==> src/rtl/core_config_pkg.sv <==
// Shared reset-sequencer types and defaults.
// Optional ack handshake is enabled by RST_SEQ_ACK_EN.
package core_config_pkg;

  localparam int RST_SEQ_DOMAINS    = 3;
  localparam int RST_HOLD_CYCLES    = 16;
  localparam int RST_STAGGER_CYCLES = 4;
  localparam int RST_ACK_TIMEOUT    = 64;

  typedef enum logic [1:0] {
    RST_POR,
    RST_SW,
    RST_WDT,
    RST_DBG
  } rst_cause_t;

  typedef enum logic [1:0] {
    SEQ_RUN,
    SEQ_HOLD,
    SEQ_RELEASE
  } rst_seq_state_t;

  // Importance of a cause; a higher rank may overwrite a lower one.
  function automatic logic [1:0] cause_rank(rst_cause_t c);
    logic [1:0] r;
    unique case (c)
      RST_POR: r = 2'd0;
      RST_SW:  r = 2'd1;
      RST_DBG: r = 2'd2;
      RST_WDT: r = 2'd3;
      default: r = 2'd0;
    endcase
    return r;
  endfunction

endpackage

==> src/rtl/reset_sequencer_if.sv <==
// Request / status bundle of the reset sequencer.
// Optional ack handshake is enabled by RST_SEQ_ACK_EN.
interface reset_sequencer_if
  import core_config_pkg::*;
#(
  parameter int N = RST_SEQ_DOMAINS
);

  logic         sw_req;
  logic         wdt_req;
  logic         dbg_req;
  logic [N-1:0] dom_ack;
  logic [N-1:0] dom_rst;
  logic         seq_busy;
  rst_cause_t   rst_cause;
  logic [7:0]   rst_count;
  logic         ack_err;

  modport master (
    output sw_req, wdt_req, dbg_req, dom_ack,
    input  dom_rst, seq_busy, rst_cause,
    input  rst_count, ack_err
  );

  modport slave (
    input  sw_req, wdt_req, dbg_req, dom_ack,
    output dom_rst, seq_busy, rst_cause,
    output rst_count, ack_err
  );

endinterface

==> src/rtl/rst_req_arbiter.sv <==
// Priority encoder for reset requests.
// Watchdog beats debugger beats software.
module rst_req_arbiter
  import core_config_pkg::*;
(
  input  logic       sw_req,
  input  logic       wdt_req,
  input  logic       dbg_req,
  output logic       req_any,
  output rst_cause_t cause
);

  // Pick the highest-ranked active request.
  always_comb begin
    req_any = sw_req | wdt_req | dbg_req;
    cause   = RST_POR;
    priority case (1'b1)
      wdt_req: cause = RST_WDT;
      dbg_req: cause = RST_DBG;
      sw_req:  cause = RST_SW;
      default: cause = RST_POR;
    endcase
  end

endmodule

==> src/rtl/reset_sequencer.sv <==
// Staged per-domain reset release with cause log.
// Define RST_SEQ_ACK_EN to gate each stage on dom_ack.
module reset_sequencer
  import core_config_pkg::*;
#(
  parameter int N_DOMAINS      = RST_SEQ_DOMAINS,
  parameter int HOLD_CYCLES    = RST_HOLD_CYCLES,
  parameter int STAGGER_CYCLES = RST_STAGGER_CYCLES,
  parameter int ACK_TIMEOUT    = RST_ACK_TIMEOUT
) (
  input logic              clk,
  input logic              rst,
  reset_sequencer_if.slave bus
);

  localparam int HW = $clog2(HOLD_CYCLES + 1);
  localparam int SW = $clog2(STAGGER_CYCLES + 1);
  localparam int IW = $clog2(N_DOMAINS + 1);

  localparam logic [HW-1:0] HOLD_INIT = HW'(HOLD_CYCLES);
  localparam logic [SW-1:0] STAG_INIT = SW'(STAGGER_CYCLES);
  localparam logic [IW-1:0] IDX_LAST  = IW'(N_DOMAINS);

  logic       req_any;
  rst_cause_t req_cause;

  rst_req_arbiter u_arb (
    .sw_req  (bus.sw_req),
    .wdt_req (bus.wdt_req),
    .dbg_req (bus.dbg_req),
    .req_any (req_any),
    .cause   (req_cause)
  );

  rst_seq_state_t       state_q, state_d;
  logic [HW-1:0]        hold_q, hold_d;
  logic [SW-1:0]        stag_q, stag_d;
  logic [IW-1:0]        idx_q, idx_d;
  logic [N_DOMAINS-1:0] dom_q, dom_d;
  rst_cause_t           cause_q, cause_d;
  logic [7:0]           count_q, count_d;
  logic                 rel;

`ifdef RST_SEQ_ACK_EN
  localparam int AW = $clog2(ACK_TIMEOUT + 1);
  localparam logic [AW-1:0] ACNT_LAST = AW'(ACK_TIMEOUT - 1);

  logic          wait_q, wait_d;
  logic [AW-1:0] acnt_q, acnt_d;
  logic          err_q, err_d;
  logic          ack_cur;
`else
  localparam int unused_timeout = ACK_TIMEOUT;
  wire unused_ack = ^bus.dom_ack;
`endif

  // Next-state, counters and reset outputs.
  always_comb begin
    state_d = state_q;
    hold_d  = hold_q;
    stag_d  = stag_q;
    idx_d   = idx_q;
    dom_d   = dom_q;
    cause_d = cause_q;
    count_d = count_q;
    rel     = 1'b0;
`ifdef RST_SEQ_ACK_EN
    wait_d  = wait_q;
    acnt_d  = acnt_q;
    err_d   = err_q;
    ack_cur = 1'b0;
    for (int i = 0; i < N_DOMAINS; i++) begin
      if (IW'(i + 1) == idx_q) ack_cur = bus.dom_ack[i];
    end
`endif
    if (req_any && state_q != SEQ_HOLD) begin
      state_d = SEQ_HOLD;
      dom_d   = '1;
      hold_d  = HOLD_INIT;
      cause_d = req_cause;
      if (count_q != 8'hFF) count_d = count_q + 8'd1;
    end else begin
      unique case (state_q)
        SEQ_RUN: ;
        SEQ_HOLD: begin
          dom_d = '1;
          if (req_any) begin
            hold_d = HOLD_INIT;
            if (cause_rank(req_cause) > cause_rank(cause_q))
              cause_d = req_cause;
          end else if (hold_q <= HW'(1)) begin
            state_d  = SEQ_RELEASE;
            dom_d[0] = 1'b0;
            idx_d    = IW'(1);
            stag_d   = STAG_INIT;
`ifdef RST_SEQ_ACK_EN
            wait_d   = 1'b1;
            acnt_d   = '0;
`endif
          end else begin
            hold_d = hold_q - HW'(1);
          end
        end
        SEQ_RELEASE: begin
`ifdef RST_SEQ_ACK_EN
          if (wait_q) begin
            if (ack_cur || acnt_q == ACNT_LAST) begin
              wait_d = 1'b0;
              if (!ack_cur) err_d = 1'b1;
              if (idx_q == IDX_LAST) state_d = SEQ_RUN;
              else if (!ack_cur) stag_d = STAG_INIT;
              else if (STAGGER_CYCLES == 1) rel = 1'b1;
              else stag_d = STAG_INIT - SW'(1);
            end else begin
              acnt_d = acnt_q + AW'(1);
            end
          end else if (stag_q == SW'(1)) begin
            rel = 1'b1;
          end else begin
            stag_d = stag_q - SW'(1);
          end
`else
          if (idx_q == IDX_LAST) state_d = SEQ_RUN;
          else if (stag_q == SW'(1)) rel = 1'b1;
          else stag_d = stag_q - SW'(1);
`endif
          if (rel) begin
            for (int i = 0; i < N_DOMAINS; i++) begin
              if (IW'(i) == idx_q) dom_d[i] = 1'b0;
            end
            idx_d  = idx_q + IW'(1);
            stag_d = STAG_INIT;
`ifdef RST_SEQ_ACK_EN
            wait_d = 1'b1;
            acnt_d = '0;
`endif
          end
        end
        default: state_d = SEQ_HOLD;
      endcase
    end
  end

  // State and counter registers.
  always_ff @(posedge clk) begin
    if (rst) begin
      state_q <= SEQ_HOLD;
      hold_q  <= HOLD_INIT;
      stag_q  <= '0;
      idx_q   <= '0;
      dom_q   <= '1;
      cause_q <= RST_POR;
      count_q <= '0;
`ifdef RST_SEQ_ACK_EN
      wait_q  <= 1'b0;
      acnt_q  <= '0;
      err_q   <= 1'b0;
`endif
    end else begin
      state_q <= state_d;
      hold_q  <= hold_d;
      stag_q  <= stag_d;
      idx_q   <= idx_d;
      dom_q   <= dom_d;
      cause_q <= cause_d;
      count_q <= count_d;
`ifdef RST_SEQ_ACK_EN
      wait_q  <= wait_d;
      acnt_q  <= acnt_d;
      err_q   <= err_d;
`endif
    end
  end

  assign bus.dom_rst   = dom_q;
  assign bus.seq_busy  = (state_q != SEQ_RUN);
  assign bus.rst_cause = cause_q;
  assign bus.rst_count = count_q;
`ifdef RST_SEQ_ACK_EN
  assign bus.ack_err   = err_q;
`else
  assign bus.ack_err   = 1'b0;
`endif

endmodule
==> src/flat_wrapper.sv <==
// flat-port wrapper written by rule: the top's interface ports become plain ports
module reset_sequencer_flat import core_config_pkg::*;
#(
  parameter int N_DOMAINS      = RST_SEQ_DOMAINS,
  parameter int HOLD_CYCLES    = RST_HOLD_CYCLES,
  parameter int STAGGER_CYCLES = RST_STAGGER_CYCLES,
  parameter int ACK_TIMEOUT    = RST_ACK_TIMEOUT
)
  (clk, rst, bus_sw_req, bus_wdt_req, bus_dbg_req, bus_dom_ack, bus_dom_rst, bus_seq_busy, bus_rst_cause, bus_rst_count, bus_ack_err);
  reset_sequencer_if bus_i ();
  input logic clk;
  input logic rst;
  input wire logic [$bits(bus_i.sw_req)-1:0] bus_sw_req;
  input wire logic [$bits(bus_i.wdt_req)-1:0] bus_wdt_req;
  input wire logic [$bits(bus_i.dbg_req)-1:0] bus_dbg_req;
  input wire logic [$bits(bus_i.dom_ack)-1:0] bus_dom_ack;
  output wire logic [$bits(bus_i.dom_rst)-1:0] bus_dom_rst;
  output wire logic [$bits(bus_i.seq_busy)-1:0] bus_seq_busy;
  output wire logic [$bits(bus_i.rst_cause)-1:0] bus_rst_cause;
  output wire logic [$bits(bus_i.rst_count)-1:0] bus_rst_count;
  output wire logic [$bits(bus_i.ack_err)-1:0] bus_ack_err;
  assign bus_i.sw_req = bus_sw_req;
  assign bus_i.wdt_req = bus_wdt_req;
  assign bus_i.dbg_req = bus_dbg_req;
  assign bus_i.dom_ack = bus_dom_ack;
  assign bus_dom_rst = bus_i.dom_rst;
  assign bus_seq_busy = bus_i.seq_busy;
  assign bus_rst_cause = bus_i.rst_cause;
  assign bus_rst_count = bus_i.rst_count;
  assign bus_ack_err = bus_i.ack_err;
  reset_sequencer #(.N_DOMAINS(N_DOMAINS), .HOLD_CYCLES(HOLD_CYCLES), .STAGGER_CYCLES(STAGGER_CYCLES), .ACK_TIMEOUT(ACK_TIMEOUT)) u_core (.clk(clk), .rst(rst), .bus(bus_i));
endmodule
==> config.mk <==
export PLATFORM = sky130hd
export DESIGN_NAME = reset_sequencer_flat
export DESIGN_NICKNAME = d
export VERILOG_FILES = /design/src/rtl/core_config_pkg.sv /design/src/rtl/reset_sequencer_if.sv /design/src/rtl/rst_req_arbiter.sv /design/src/rtl/reset_sequencer.sv /design/src/flat_wrapper.sv
export SDC_FILE = /design/constraint.sdc
export NUM_CORES = 1
export LEC_CHECK = 0
export ABC_AREA = 1
export CAP_MARGIN = 20
export CORE_ASPECT_RATIO = 0.9
export CORE_MARGIN = 1.5
export CORE_UTILIZATION = 50
export CTS_CLUSTER_SIZE = 25
export DETAILED_ROUTE_END_ITERATION = 10
export PLACE_DENSITY = 0.85
export SYNTH_ARGS = -nofsm -noshare
export SYNTH_HDL_FRONTEND = slang
export SYNTH_SLANG_ARGS = --single-unit
export TNS_END_PERCENT = 10
==> constraint.sdc <==
create_clock -name clk -period 2.1 [get_ports clk]
set_clock_uncertainty 0.15 [all_clocks]
set_input_delay 0.42 -clock clk [delete_from_list [all_inputs] [get_ports clk]]
set_output_delay 0.42 -clock clk [all_outputs]
set_load 0.05 [all_outputs]
==> results_dict.tcl <==
set metrics [dict create \
    final_cell_area_sq_um 1960 \
    drt_iter0_drc 99 \
    clock_latency_ns 0.27 \
    die_w_um 64.6 \
    syn_avg_cell_area_sq_um 7.17 \
    syn_inst 238 \
    grt_pass1_vias 1303 \
    die_h_um 58.4 \
    path_delay_family "buffers and inverters" \
    dp_slack_ns -0.0213 \
    crit_required_ns 1.53 \
    grt-ovfl-total 0 \
    clkSlewWorstSetupHoldPaths_ns 0.08 \
    reg2reg_from "u_core.bus.rst_cause[0]" \
    syn_to_final_growth_pct 14.7 \
    instances_no_fill 301 \
    max_freq_ghz 0.491 \
    vias 1506 \
    p_int_uw 767 \
    tritoncts "built" \
    ys_seq_elements 25 \
    ctsHoldBuffers 0 \
    cp.arrival_ns 1.47 \
    globalplace.congestion 0.788 \
    clockPowerShare_pct 24.0 \
    wire_per_inst_um 10.8 \
    io_pins 23 \
    core_area_sq_um 3160 \
    portBuffers 18 \
    cp_cell_sequence "clkdlybuf4s50_1" \
    syn_area_sq_um 1710 \
    final.setup.tns_ns 0 \
    postCtsSetupBuffers 0 \
    p_total_mw 1.17 \
    final_core_util_pct 61.9 \
    postSynth.asyncResetShare_pct 0 \
    power_frac_comb_pct 30.7 \
    hold_start "u_core.bus.dom_rst[1]" \
    min-delay-path-class "register to register" \
    detail_route.drc_violations 0 \
    synth_enable_flop_cells 0 \
    start_kind "register" \
    antenna_cells 0 \
    final_cell_mix "nand2_1, inv_1, dfxtp_1, nand3_1, nor2_1" \
    cts.sinks 25 \
    grt_pass1_wl_mm 5.71 \
    leakage_nw 0.907 \
    hold_viol 0 \
    worstSetupPathType "register to output pin" \
    pwr_density_cell_nw_per_um2 597 \
    ant_nets 0 \
    drt_pass1_iterations 4 \
    p_sw_share_pct 34.4 \
    nets 284 \
    dieArea_sq_um 3770 \
    synth.distinct_cells 32 \
    numCtsBuffers 3 \
    fin_crit_ns 2.04 \
    drv_slew 0 \
    cp_slowest_cell "clkdlybuf4s50_1" \
    wirelength_mm 3.24 \
    period_share_pct 96.9 \
    seqPwrFrac_pct 45.4 \
    setup_violations 0 \
    final_common_cell "nand2_1" \
    drive_above_1_share_pct 17.0 \
    yosysSeqAreaShare_pct 29.3 \
    syn-num-nets 262 \
    synth-warning-count 0 \
    h-tree-depth 1 \
    holdWs_ns 0.296 \
    dpl.cell_count 297 \
    placed_cell_area_sq_um 1910 \
    crit_buf_inv 1 \
    startpoint "u_core.bus.rst_count[1]" \
    ir_drop_mv 0.587 \
    post_cts_resized 0 \
    grt_max_degree 15 \
    track_usage_pct 18.6 \
    rows 19 \
    power.switching_uw 402 \
    routed_via_density 5.00 \
    clockBufferDepth 2 \
    hpwl_mm 2.56 \
    critPathCaptureType "output pin" \
    cp_max_fo 4 \
    antenna_found_initial 0 \
    critPathMaxStageDelay_ns 0.82 \
    ys.flop_type "dfxtp_1" \
    initial_core_util_pct 54.0 \
    status "finished clean" \
    cts_root_buf "clkbuf_8" \
    rsz0062_at_grt "false" \
    fin_ws_ns 0.0646 \
    cap_violations 0 \
]
[registers in the layout, summed over array words and instances (netlist names)]
name,cells
u_core.hold_q,5
u_core.state_q,2
u_core.bus.dom_rst,3
u_core.bus.rst_cause,2
u_core.idx_q,2
u_core.stag_q,3
u_core.bus.rst_count,8
[worst paths after layout]
| kind | endpoint | slack (ns) | depth (start not counted) |
|---|---|---|---|
| worst max-delay path | bus_rst_count[1] | 0.06 | 1 |
| worst min-delay path | u_core.bus.dom_rst[1] | 0.30 | 2 |
| worst max register to register | u_core.bus.rst_cause[0] | 0.40 | 10 |
| worst min register to register | u_core.bus.dom_rst[1] | 0.30 | 2 |
[area by class of cell]
class	instances	area, sq um
repair buffers	22	198
well taps	42	52.6
clock buffers	4	45.0
multi-input cells	170	1020
flip-flops and latches	25	500
inverters	38	145
fillers	291	1200
[power groups by stage]
| stage | sequential, mW | clock [mW] | combinational (mW) |
|---|---|---|---|
| 2_1_floorplan | 0.607 | 0 | 0.211 |
| 3_3_place_gp | 0.541 | 0 | 0.353 |
| 3_5_place_dp | 0.541 | 0 | 0.362 |
| 4_1_cts | 0.531 | 0.287 | 0.364 |
| 5_1_grt | 0.535 | 0.308 | 0.402 |
| 6_report | 0.530 | 0.280 | 0.358 |
[cells by family after synthesis]
family | Yosys count | share of synthesized area [%]
other cells | 1 | 0.220
compound gates | 30 | 11.1
fa+ha+maj | 16 | 11.7
simple gates | 119 | 34.5
flops | 25 | 29.3
buf+inv | 43 | 11.1
xor+xnor | 4 | 2.05
[per-layer routing]
layer | wire [um] | global-route usage (%) | vias to the layer above
met1 | 1620 | 27.5 | 664
met3 | 153 | 3.44 | 4
met2 | 1460 | 29.5 | 38
met5 | 0 | 0 | -
met4 | 13 | 2.13 | 0
li1 | - | - | 800
[cell usage after synthesis, types with 2 or more instances]
cell type	number	share of area (%)
nand2_1	55	12
inv_1	32	7.0
dfxtp_1	25	29
nand3_1	22	6.5
nor2_1	17	3.7
ha_1	16	12
a21oi_1	15	4.4
o21ai_0	8	2.3
nand4_1	7	2.6
inv_2	5	1.1
nand2_4	5	3.3
a21oi_2	3	1.5
nand3_2	3	1.8
nor2_4	3	2.0
xor2_1	3	1.5
nand2_2	2	0.73
nor2_2	2	0.73
Power figures use the tool's default switching activity.
